[src/rtl/collision_detector_multi.sv]
// N-channel ball/object collision detector: per-channel pulse or level outputs with
// frame cooldown, plus registered per-frame hit summaries and a saturating pulse counter.
module collision_detector_multi #(
  parameter int unsigned              NUM_OBJ         = 8,
  parameter logic [NUM_OBJ-1:0]       EDGE_MASK       = '1,
  parameter int unsigned              COOLDOWN_FRAMES = 0,
  parameter int unsigned              CD_W            = 4,
  parameter int unsigned              COUNT_W         = 8
) (
  input  logic                        clk,
  input  logic                        resetN,
  input  logic                        startOfFrame,
  input  logic                        draw_ball,
  input  logic [NUM_OBJ-1:0]          drawObj,
  input  logic                        clearCount,
  output logic [NUM_OBJ-1:0]          collision,
  output logic [NUM_OBJ-1:0]          frameHitMask,
  output logic                        anyHit,
  output logic [$clog2(NUM_OBJ)-1:0]  firstHitId,
  output logic                        firstHitValid,
  output logic [COUNT_W-1:0]          hitCount
);

  localparam int unsigned ID_W  = $clog2(NUM_OBJ);
  localparam int unsigned POP_W = $clog2(NUM_OBJ + 1);
  localparam int unsigned SUM_W = ((COUNT_W > POP_W) ? COUNT_W : POP_W) + 1;
  localparam logic [CD_W-1:0]  CD_LOAD = CD_W'(COOLDOWN_FRAMES);
  localparam logic [SUM_W-1:0] CNT_MAX = SUM_W'({COUNT_W{1'b1}});

  logic [NUM_OBJ-1:0] raw;
  logic [NUM_OBJ-1:0] pulse;
  logic [NUM_OBJ-1:0] hitLatch;
  logic [NUM_OBJ-1:0] blocked;
  logic [NUM_OBJ-1:0] latchEff;
  logic [NUM_OBJ-1:0] blkEff;
  logic [CD_W-1:0]    cd [NUM_OBJ];
  logic [NUM_OBJ-1:0] frameAcc;
  logic [ID_W-1:0]    capId;
  logic               capValid;
  logic [ID_W-1:0]    pulseId;
  logic               pulseFound;
  logic [POP_W-1:0]   pulseCnt;
  logic [SUM_W-1:0]   countSum;
  logic [COUNT_W-1:0] countNext;

  // On the frame-start cycle the latch/suppression state of the new frame is used directly.
  always_comb begin
    raw      = drawObj & {NUM_OBJ{draw_ball}};
    latchEff = startOfFrame ? '0 : hitLatch;
    blkEff   = '0;
    for (int unsigned i = 0; i < NUM_OBJ; i++) begin
      blkEff[i] = startOfFrame ? (cd[i] != '0) : blocked[i];
    end
    pulse     = EDGE_MASK & raw & ~latchEff & ~blkEff;
    collision = pulse | (raw & ~EDGE_MASK);
  end

  always_comb begin
    pulseId    = '0;
    pulseFound = 1'b0;
    pulseCnt   = '0;
    for (int unsigned i = 0; i < NUM_OBJ; i++) begin
      if (pulse[i] && !pulseFound) begin
        pulseId    = ID_W'(i);
        pulseFound = 1'b1;
      end
      pulseCnt = pulseCnt + POP_W'(pulse[i]);
    end
    countSum  = SUM_W'(hitCount) + SUM_W'(pulseCnt);
    countNext = (countSum > CNT_MAX) ? '1 : countSum[COUNT_W-1:0];
  end

  // A pulse on a frame-start cycle implies cd==0, so blocked needs no pulse override.
  always_ff @(posedge clk or negedge resetN) begin
    if (!resetN) begin
      hitLatch <= '0;
      blocked  <= '0;
      for (int unsigned i = 0; i < NUM_OBJ; i++) begin
        cd[i] <= '0;
      end
    end else begin
      for (int unsigned i = 0; i < NUM_OBJ; i++) begin
        if (startOfFrame) begin
          blocked[i] <= EDGE_MASK[i] && (cd[i] != '0);
        end
        if (pulse[i]) begin
          hitLatch[i] <= 1'b1;
          cd[i]       <= CD_LOAD;
        end else if (startOfFrame) begin
          hitLatch[i] <= 1'b0;
          if (cd[i] != '0) begin
            cd[i] <= cd[i] - CD_W'(1);
          end
        end
      end
    end
  end

  always_ff @(posedge clk or negedge resetN) begin
    if (!resetN) begin
      frameAcc      <= '0;
      capId         <= '0;
      capValid      <= 1'b0;
      frameHitMask  <= '0;
      anyHit        <= 1'b0;
      firstHitId    <= '0;
      firstHitValid <= 1'b0;
    end else if (startOfFrame) begin
      frameHitMask  <= frameAcc;
      anyHit        <= |frameAcc;
      firstHitId    <= capId;
      firstHitValid <= capValid;
      frameAcc      <= collision;
      capId         <= pulseId;
      capValid      <= pulseFound;
    end else begin
      frameAcc <= frameAcc | collision;
      if (!capValid && pulseFound) begin
        capId    <= pulseId;
        capValid <= 1'b1;
      end
    end
  end

  always_ff @(posedge clk or negedge resetN) begin
    if (!resetN) begin
      hitCount <= '0;
    end else if (clearCount) begin
      hitCount <= '0;
    end else begin
      hitCount <= countNext;
    end
  end

endmodule

[config.mk]
export PLATFORM = sky130hd
export DESIGN_NAME = collision_detector_multi
export DESIGN_NICKNAME = d
export VERILOG_FILES = /design/src/rtl/collision_detector_multi.sv
export SDC_FILE = /design/constraint.sdc
export NUM_CORES = 1
export LEC_CHECK = 0
export CORE_MARGIN = 3
export CORE_UTILIZATION = 35
export CTS_CLUSTER_SIZE = 25
export DETAILED_ROUTE_END_ITERATION = 10
export SLEW_MARGIN = 20
export SYNTH_ARGS = -nofsm -noshare
export SYNTH_HDL_FRONTEND = slang
export SYNTH_SLANG_ARGS = --single-unit
[constraint.sdc]
create_clock -name clk -period 5.8 [get_ports clk]
set_input_delay 1.16 -clock clk [delete_from_list [all_inputs] [get_ports clk]]
set_output_delay 1.16 -clock clk [all_outputs]
set_load 0.02 [all_outputs]
# Word level (Yosys, flattened, before mapping)
# Cells that the tools add are included.
# totals
register_bits	81
inputBits	13
out_inout_bits	29
wordCells	162
# op_classes
n_addsub	16
n_lt_le_gt_ge	1
muxes	64
n_bitwise	6
n_reduce_logical	50
# op_table
op	count
4-bit 2-to-1 mux	24
2-bit nonzero test	17
8-bit 2-to-1 mux	4
4-bit nonzero test	8
4-bit by 1-bit subtractor with 4-bit output (second input constant)	8
1-bit 2-to-1 mux	28
8-bit AND	3
3-bit 2-to-1 mux	6
4-bit by 1-bit adder with 4-bit output	4
8-bit inverter	2
2-bit AND reduction	8
8-bit by 4-bit adder with 9-bit output	1
9-bit by 8-bit greater-than comparator with 1-bit output (second input constant)	1
1-bit logical AND	8
1-bit logical NOT	8
8-bit OR	1
8-bit OR reduction	1
3-bit by 1-bit adder with 4-bit output	1
2-bit 2-to-1 mux	2
2-bit by 1-bit adder with 3-bit output	1
1-bit by 1-bit adder with 2-bit output	1

# Longest topological paths before layout
# Gate-level depths: netlist of the first run.
# depth
depth_word	29
depth_mapped	19
depth_no_buf	19

# Least setup slack after synthesis of the first run
# No wires, ideal clock.
# synth_path
kind	input -> register
from	input port startOfFrame
to	register hitCount[5]
setup_time_ns	0.133
arrival_ns	5.079
required_time_ns	5.667
setup_slack_ns	0.588
cell_stages	17
path_buffers	1
path_cell_list	inv_2 > clkbuf_1 > nand2_1 > nand4_1 > inv_1 > fa_1 > inv_1 > fa_1 > fa_1 > fa_1 > inv_1 > fa_1 > a21o_1 > a21oi_1 > nand3b_1 > o2111a_1 > a211oi_1
# synth_between
elab_chain_cells	15
elab_cells_between_ends	24
classes_between	8 x add/sub; 1 x order compare; 11 x mux; 4 x bitwise
# synth_lines
element	line	text
from (decl)	12	input logic startOfFrame,
8-bit 2-to-1 mux	49	latchEff = startOfFrame ? '0 : hitLatch;
8-bit inverter	54	pulse = EDGE_MASK & raw & ~latchEff & ~blkEff;
8-bit AND	54	
8-bit AND *	54	
net collision[0]	16	output logic [NUM_OBJ-1:0] collision,
1-bit by 1-bit adder with 2-bit output *	67	pulseCnt = pulseCnt + POP_W'(pulse[i]);
2-bit by 1-bit adder with 3-bit output *	67	
3-bit by 1-bit adder with 4-bit output *	67	
4-bit by 1-bit adder with 4-bit output * (4 in a row)	67	
8-bit by 4-bit adder with 9-bit output *	69	countSum = SUM_W'(hitCount) + SUM_W'(pulseCnt);
9-bit by 8-bit greater-than comparator with 1-bit output	70	countNext = (countSum > CNT_MAX) ? '1 : countSum[COUNT_W-1:0];
8-bit 2-to-1 mux *	70	
8-bit 2-to-1 mux *	128	end else if (clearCount) begin
to (signal assigned)	131	hitCount <= countNext;
to (decl)	21	output logic [COUNT_W-1:0] hitCount
# Mark *: on every way through the listed nets, which the timed path passes. The rest lies on a longest branch.
# A chain may end at the register's enable or synchronous reset.

# Worst setup path after layout of the first run
# layout_path
from	input port startOfFrame
to	register hitCount[5]
# layout_between
elab_chain_cells	15
elab_cells_between_ends	24
classes_between	8 x add/sub; 1 x order compare; 11 x mux; 4 x bitwise
# layout_lines
element	line
8-bit 2-to-1 mux	49
8-bit inverter	54
8-bit AND	54
8-bit AND *	54
1-bit by 1-bit adder with 2-bit output	67
2-bit by 1-bit adder with 3-bit output	67
3-bit by 1-bit adder with 4-bit output	67
4-bit by 1-bit adder with 4-bit output (3 in a row)	67
4-bit by 1-bit adder with 4-bit output *	67
8-bit by 4-bit adder with 9-bit output *	69
9-bit by 8-bit greater-than comparator with 1-bit output	70
8-bit 2-to-1 mux *	70
8-bit 2-to-1 mux *	128
# Every way passes the cells marked *; elsewhere a longest branch is shown, timed or not.

==> flow_summary.ini, run 1 <==
[global_routing]
grt_max_degree = 82
grt_pass1_wl_mm = 14.40
first_global_vias = 2958
grt_use_total = 0.1369
gr-total-overflow = 0
antenna_found_initial = 0

[run]
max-cap-violations = 0

[clock_network]
cts-root-buf = clkbuf_16
cts_max_level = 3
cts_made_buffers = 9
cts_tree = yes
insertion_delay_ns = 0.33
cts_setup_buffers = 0
cts.reportedPaths.clkPinSlew_ns = 0.06
post_cts_resized = 0
clock_path_buffers = 2
cts_sinks = 81
hold_buffers = 0

[power]
seqPwrFrac = 0.399
leakage_nw = 2.399
p_sw_mw = 0.7441
p_int_mw = 1.454
comb_power_share = 0.343
ir_worst_vdd_mv = 0.1851
power.share.clock = 0.258
power_density_nw_per_um2 = 436.3
p_sw_frac = 0.3386

[drt]
wirelength_mm = 8.305
vias_per_cell = 4.903
post-route-drc-count = 0
drt_pass1_iterations = 4
wl_per_cell_um = 14.17
final_antenna_net_count = 0
vias = 2873
drt_iter0_markers = 90

[sta]
finalClockSkew_ns = 0.005614
rsz0062_at_grt = no
finalCritPeriodShare = 0.9389
min_period_ns = 5.446
fmax_mhz = 183.6
worst_pin_slew_ns = 0.7339
setup_viol = 0
fin_ws_ns = 0.3543
final_max_slew_viol_count = 0
finalHoldViolations = 0
relSlewSlack = 0.5107

[cells_and_area]
stdcell_area_sq_um = 5037
fin_util = 0.4393
final_nets = 475
num_antenna_cells = 0
fill_cells = 1077
syn2layout_area_growth_pct = 21.96
drive_above_1_share = 0.1422

[placed_design]
pre_cts_slack_ns = -0.005713
dpl.hpwl_mm = 5.971
place.gp.congestion = 0.7987
io_buffers = 41
placed_area_sq_um = 4736

[setup_path]
crit_fanout = 9
end_kind = register
worstPathRequired_ns = 6.00
crit_arrival_ns = 5.64
startpoint_type = input port
crit_path_top_delay_cell = clkdlybuf4s50_1
max_stage_delay_ns = 0.73
path_class = input port to register
path_common_cell = fa_1
crit_chain = clkdlybuf4s50_1 -> o31ai_2 -> a21boi_0 -> nand4_1 -> inv_1 -> fa_1 -> inv_1 -> fa_1 -> fa_1 -> fa_1 -> inv_1 -> fa_1 -> a21o_1 -> a21oi_1 -> nand3b_1 -> o2111a_1 -> a211oi_1

[synth]
yosysMostFrequentCell = dfrtp_1
synthTopCellsByCount = 81 x dfrtp_1, 41 x inv_1, 37 x nor2_1, 25 x o21ai_0, 22 x nand2_1
synth_warnings = 0
yosysTopAreaCell = dfrtp_1
synth_top_area_frac = 0.4908
ys_seq_area_frac = 0.4908
syn_area_sq_um = 4130
syn_inst = 386
ys_ff_latch = 81
synth_ff_type = dfrtp_1
syn_nets = 423
synth_area_leaders = dfrtp_1 49%, ha_1 5.8%, inv_1 3.7%, nor2_1 3.4%, mux2_2 3.3%
synth-async-reset-ratio = 1.000
ys_types = 54
synth_edf_count = 0
postSynthAreaPerCell_sq_um = 10.70

[floorplanning]
num_rows = 39
die_w_um = 114.6
chipHeight_um = 114.6
core-area_sq_um = 11470
start_util = 0.3602
die_area_sq_um = 13140
ioPinCount = 42

[worst_hold_path]
hold_path_class = register to register

[status]
status = completed
state kept, by name, summed over array words and instances (netlist names), 3 cells and up:
register and count:
frameAcc 8, cd 32, hitLatch 8, frameHitMask 8, capId 3, firstHitId 3, blocked 8, hitCount 8
layout by cell type, fill, tap and decap left out, types with 3 or more instances in the layout:
| cell | Yosys | routed |
|---|---|---|
| dfrtp_1 | 81 | 81 |
| inv_1 | 41 | 41 |
| clkdlybuf4s50_1 | 0 | 40 |
| nor2_1 | 37 | 37 |
| o21ai_0 | 25 | 25 |
| nand2_1 | 22 | 22 |
| ha_1 | 19 | 19 |
| a21oi_1 | 15 | 15 |
| a21o_1 | 14 | 14 |
| xnor2_1 | 12 | 12 |
| mux2_2 | 12 | 12 |
| nand2b_1 | 10 | 10 |
| clkbuf_16 | 0 | 9 |
| buf_4 | 1 | 9 |
| nand3_1 | 6 | 6 |
| and2_1 | 5 | 5 |
| nor4_1 | 5 | 5 |
| fa_1 | 5 | 5 |
| nor3b_1 | 4 | 4 |
| o21bai_2 | 4 | 4 |
| nor3_1 | 4 | 4 |
| inv_2 | 3 | 3 |
| o2111ai_4 | 3 | 3 |
| o211ai_2 | 3 | 3 |
| a21boi_0 | 3 | 3 |
| nand4_1 | 3 | 3 |
| nand3b_1 | 3 | 3 |
| a211oi_1 | 3 | 3 |
| xor2_1 | 3 | 3 |
through the flow:
stage	total power [mW]	setup TNS, ns	hold slack [ns]	std cells
after floorplan	1.410	0	0.4361	386
after global placement	1.622	0	0.4657	570
after detailed placement	1.652	-0.005713	0.4604	570
after CTS	2.230	0	0.4766	586
after global routing	2.381	0	0.4926	586
final	2.198	0	0.4728	586
final timing paths:
| path | start | endpoint | slack (ns) | cells after the start |
|---|---|---|---|---|
| worst max-delay path | startOfFrame | hitCount[5] | 0.35 | 17 |
| min in group asynchronous | resetN | cd[25] | 0.88 | 1 |
| worst min register to register | hitLatch[1] | hitLatch[1] | 0.47 | 2 |
| worst max register to register | cd[28] | hitCount[5] | 1.02 | 19 |
| worst min-delay path | hitLatch[1] | hitLatch[1] | 0.47 | 2 |
| max in group asynchronous | resetN | cd[6] | 4.43 | 1 |
metal layers:
metal | routed length (um) | vias up | GRT usage
met5 | 0 | - | 0
met4 | 95 | 0 | 0.04038
met3 | 255 | 8 | 0.03224
met2 | 4026 | 32 | 0.2235
met1 | 3928 | 1413 | 0.1810
li1 | - | 1420 | -
cell families after synthesis:
logic type / count (synthesis) / share of synthesized area
multiplexers: 15 / 0.04120
AND/OR/NAND/NOR: 110 / 0.1406
XOR/XNOR: 15 / 0.03181
adder cells (fa/ha/maj): 24 / 0.08179
AO/OA/AOI/OAI: 86 / 0.1590
buffers and inverters: 55 / 0.05483
flip-flops: 81 / 0.4908
worst max-delay path, delay by kind of cell:
family                   cells  cell delay (ns)
adder cells (fa/ha/maj)      5             2.08
buffers and inverters        4             0.94
AO/OA/AOI/OAI                6             1.02
AND/OR/NAND/NOR              2             0.44
layout make-up:
type	instances	area [sq um]	share of cell area
clock inverter	5	55.05	0.01093
multi-input combinational	250	1877	0.3726
sequential	81	2027	0.4024
inverter	46	177.7	0.03527
tap	143	178.9	0.03552
timing repair buffer	50	479.2	0.09513
clock buffer	11	242.7	0.04819
power groups by stage:
stage / clock, mW / sequential, mW / combinational, mW
after floorplan: 0 / 0.896 / 0.514
after global placement: 0 / 0.883 / 0.739
after detailed placement: 0 / 0.890 / 0.762
after CTS: 0.582 / 0.881 / 0.767
after global routing: 0.611 / 0.906 / 0.864
final: 0.567 / 0.878 / 0.753
(Power assumes the default switching activity.)
==> inputs of run 2 (changes only) <==
- PLACE_DENSITY: unset -> 0.57
==> run 2 against run 1 <==
  * Clock skew is essentially flat
  * Non-clock buffer count shrank 1
  * Hold slack gained 0.0014 ns
  * Largest power group unchanged
  * Highest routed layer unchanged
==> flow_summary.ini, run 2 (synthesis results as in run 1) <==
[floorplanning]
chipHeight_um = 114.6
die_area_sq_um = 13140
num_rows = 39
core-area_sq_um = 11470
start_util = 0.3602
die_w_um = 114.6
ioPinCount = 42

[power]
p_sw_frac = 0.3324
power.share.clock = 0.263
comb_power_share = 0.341
p_sw_mw = 0.7366
p_int_mw = 1.479
leakage_nw = 2.405
seqPwrFrac = 0.396
power_density_nw_per_um2 = 439.5
ir_worst_vdd_mv = 0.2651

[global_routing]
grt_pass1_wl_mm = 14.97
grt_use_total = 0.1437
first_global_vias = 2996
grt_max_degree = 82
gr-total-overflow = 0
antenna_found_initial = 0

[clock_network]
cts_tree = yes
cts_max_level = 3
cts.reportedPaths.clkPinSlew_ns = 0.06
insertion_delay_ns = 0.33
cts_setup_buffers = 0
hold_buffers = 0
clock_path_buffers = 2
cts_sinks = 81
cts_made_buffers = 9
cts-root-buf = clkbuf_16
post_cts_resized = 0

[sta]
setup_viol = 0
rsz0062_at_grt = no
relSlewSlack = 0.5101
finalCritPeriodShare = 0.9149
finalClockSkew_ns = 0.005252
min_period_ns = 5.307
worst_pin_slew_ns = 0.7349
final_max_slew_viol_count = 0
finalHoldViolations = 0
fmax_mhz = 188.4
fin_tns_setup_ns = 0

[placed_design]
placed_area_sq_um = 4728
dpl.hpwl_mm = 6.078
place.gp.congestion = 0.7844
io_buffers = 41

[cells_and_area]
largest_register_ffs = 32
final_nets = 474
drive_above_1_share = 0.1380
mostFrequentLayoutCells = 81 x dfrtp_1, 41 x inv_1, 40 x clkdlybuf4s50_1
largest-register = cd
syn2layout_area_growth_pct = 22.05
num_antenna_cells = 0
stdcell_area_sq_um = 5041
fill_cells = 1066
layout_commonest_cell = dfrtp_1

[worst_hold_path]
hold_path_class = register to register
hp-start = hitLatch[1]

[drt]
vias = 2895
final_antenna_net_count = 0
drt_pass1_iterations = 4
vias_per_cell = 4.949
post-route-drc-count = 0
wirelength_mm = 8.455
drt_iter0_markers = 103
wl_per_cell_um = 14.45

[status]
status = completed

[setup_path]
crit_chain = clkdlybuf4s50_1 -> o31ai_2 -> a21boi_0 -> nand4_1 -> inv_1 -> fa_1 -> inv_1 -> fa_1 -> fa_1 -> fa_1 -> inv_1 -> fa_1 -> a21o_1 -> a21oi_1 -> nand3b_1 -> o2111a_1 -> a211oi_1
crit_arrival_ns = 5.51
path_common_cell = fa_1
path_class = input port to register
startpoint_type = input port
r2r-start = cd[24]
end_kind = register
worstPathRequired_ns = 6.00
critical_path.startpoint = startOfFrame
crit_fanout = 9
crit_path_top_delay_cell = clkdlybuf4s50_1
max_stage_delay_ns = 0.57

[run]
max-cap-violations = 0
## run 2: area by class of cell
| cell class | count | area, sq um | share of cell area |
|---|---|---|---|
| flip-flops and latches | 81 | 2027 | 0.4021 |
| multi-input cells | 250 | 1877 | 0.3723 |
| repair buffers | 49 | 471.7 | 0.09357 |
| clock buffers | 14 | 274.0 | 0.05436 |
| well taps | 143 | 178.9 | 0.03549 |
| inverters | 46 | 177.7 | 0.03524 |
| clock inverters | 2 | 35.03 | 0.006950 |
## run 2: per-layer routing
| metal | vias up | share of wire | track usage |
|---|---|---|---|
| li1 | 1410 | - | - |
| met3 | 6 | 0.042 | 0.04440 |
| met2 | 46 | 0.47 | 0.2231 |
| met4 | 0 | 0.0083 | 0.03325 |
| met1 | 1433 | 0.48 | 0.1972 |
| met5 | - | 0 | 0 |
## run 2: path summary, 6_finish.rpt
path,cells past startpoint,slack (ns),to
max,17,0.49,hitCount[5]
min,2,0.47,hitLatch[1]
max reg2reg,19,1.05,hitCount[5]
min reg2reg,2,0.47,hitLatch[1]
max in group asynchronous,1,4.44,frameHitMask[7]
min in group asynchronous,1,0.87,cd[4]
## run 2: power by group through the flow
stage | registers, mW | clock network, mW | logic, mW
6_report | 0.878 | 0.582 | 0.755
5_1_grt | 0.910 | 0.628 | 0.864
4_1_cts | 0.880 | 0.601 | 0.769
3_5_place_dp | 0.888 | 0 | 0.764
3_3_place_gp | 0.886 | 0 | 0.746
2_1_floorplan | 0.896 | 0 | 0.514
## run 2: metrics by stage
stage,hold WS [ns],instances,power [mW],util,setup WS [ns]
global route,0.4913,585,2.401,0.4396,0.1997
floorplan,0.4361,386,1.410,-,0.5880
finish,0.4743,585,2.216,0.4396,0.4933
CTS,0.4746,585,2.250,0.4393,0.4902
detailed placement,0.4567,569,1.651,0.4123,0.1244
global placement,0.4559,569,1.631,0.4123,0.1783
## run 2: worst max-delay path, delay by kind of cell
kind / cells / cell delay, ns
AOI/OAI and AO/OA: 6 / 1.17
and+or+nand+nor: 2 / 0.43
buffers and inverters: 4 / 0.84
adders and majority gates: 5 / 1.91
==> inputs of run 3 (changes only) <==
- CORE_UTILIZATION: 35 -> 30
- PLACE_DENSITY: 0.57 -> 0.51
==> run 3 against run 2 <==
  * Count of clock-buffer cells in the layout unchanged
  * Largest cell class unchanged
  * Sequential power about the same
  * Routed wire length decreased by 0.92%
  * Critical endpoint unchanged
==> flow_summary.ini, run 3 (synthesis results as in run 1) <==
[clock_network]
cts_tree = yes
insertion_delay_ns = 0.33
cts_made_buffers = 9
post_cts_resized = 0
cts_setup_buffers = 0
cts_max_level = 3
cts_sinks = 81
hold_buffers = 0
clock_path_buffers = 2
cts-root-buf = clkbuf_16
cts.reportedPaths.clkPinSlew_ns = 0.06

[setup_path]
end_kind = register
crit_fanout = 13
path_class = input port to register
startpoint_type = input port
crit_arrival_ns = 5.56
rr_worst_depth = 19
worstPathRequired_ns = 6.01
worstReg2RegEnd = hitCount[5]
r2r-start = cd[28]
critical_path.startpoint = startOfFrame
reg2reg_slack_ns = 0.95

[sta]
final_max_slew_viol_count = 0
fin_tns_setup_ns = 0
finalCritPeriodShare = 0.9226
rsz0062_at_grt = no
setup_viol = 0
finalHoldViolations = 0
relSlewSlack = 0.5072
worst_pin_slew_ns = 0.7393
fmax_mhz = 186.9
min_period_ns = 5.351
finalClockSkew_ns = 0.006952

[global_routing]
gr-total-overflow = 0
first_global_vias = 2907
grt_use_total = 0.1185
grt_pass1_wl_mm = 14.15
grt_max_degree = 82
antenna_found_initial = 0

[placed_design]
io_buffers = 41
place.gp.congestion = 0.7804
dpl.hpwl_mm = 6.017
placed_area_sq_um = 4785

[drt]
vias = 2847
drt_pass1_iterations = 5
post-route-drc-count = 0
wl_per_cell_um = 13.51
drt_iter0_markers = 143
wirelength_mm = 8.377
vias_per_cell = 4.592
final_antenna_net_count = 0

[cells_and_area]
final_nets = 476
largest-register = cd
num_antenna_cells = 0
syn2layout_area_growth_pct = 23.42
stdcell_area_sq_um = 5097
fin_util = 0.3819
mostFrequentLayoutCells = 81 x dfrtp_1, 41 x inv_1, 40 x clkdlybuf4s50_1
drive_above_1_share = 0.1419
layout_commonest_cell = dfrtp_1
largest_register_ffs = 32

[floorplanning]
die_area_sq_um = 15210
core-area_sq_um = 13350
start_util = 0.3094
num_rows = 42
die_w_um = 123.3
ioPinCount = 42
chipHeight_um = 123.3

[power]
ir_worst_vdd_mv = 0.1516
leakage_nw = 2.415
p_total_mw = 2.214
power_density_nw_per_um2 = 434.4

[worst_hold_path]
whs_path_depth = 2
hold_path_class = register to register
min_to = hitLatch[1]
hp-start = hitLatch[1]

[run]
max-cap-violations = 0

[status]
status = completed
==> run 3: cell types whose count changed in the layout (fill, tap and decap cells not counted) <==
cell / previous run / this run
buf_4: 8 / 10
==> run 3: area by class of cell <==
type / instances / area, sq um
Clock buffer: 14 / 274.0
Clock inverter: 2 / 35.03
Fill cell: 1337 / 8250
Inverter: 46 / 177.7
Multi-Input combinational cell: 250 / 1877
Sequential cell: 81 / 2027
Tap cell: 176 / 220.2
Timing Repair Buffer: 51 / 486.7
==> run 3: metal layers <==
metal	routed length, um	share of wire	global-route usage
met1	4065	0.49	0.1541
met2	3864	0.46	0.1913
met3	326	0.039	0.03339
met4	120	0.014	0.03806
met5	0	0	0
==> run 3: stage by stage <==
stage | hold slack (ns) | std cells | setup slack (ns)
after global placement | 0.4640 | 604 | 0.2313
after detailed placement | 0.4607 | 604 | 0.06302
after global routing | 0.4970 | 620 | 0.1440
after CTS | 0.4760 | 620 | 0.4143
after floorplan | 0.4361 | 386 | 0.5880
final | 0.4715 | 620 | 0.4487
==> run 3: critical path: stages <==
cell	delay [ns]
clkdlybuf4s50_1	0.40
buf_4	0.19
o31ai_2	0.14
a21boi_0	0.33
nand4_1	0.23
inv_1	0.17
fa_1	0.41
inv_1	0.08
fa_1	0.43
fa_1	0.51
fa_1	0.19
inv_1	0.05
fa_1	0.40
a21o_1	0.19
a21oi_1	0.17
nand3b_1	0.24
o2111a_1	0.22
a211oi_1	0.04
==> run 3: worst max-delay path by stage <==
stage / end / slack, ns / cells after the start
global route: hitCount[5] / 0.14 / 18
detailed placement: hitCount[5] / 0.06 / 18
CTS: hitCount[5] / 0.41 / 18
finish: hitCount[5] / 0.45 / 18
global placement: hitCount[5] / 0.23 / 18
floorplan: hitCount[5] / 0.59 / 17
==> run 3: report_power, final <==
group	leakage, nW	internal [mW]	switching, mW
sequential	1.03	0.747	0.133
clock	0.153	0.368	0.215
combinational	1.23	0.365	0.385
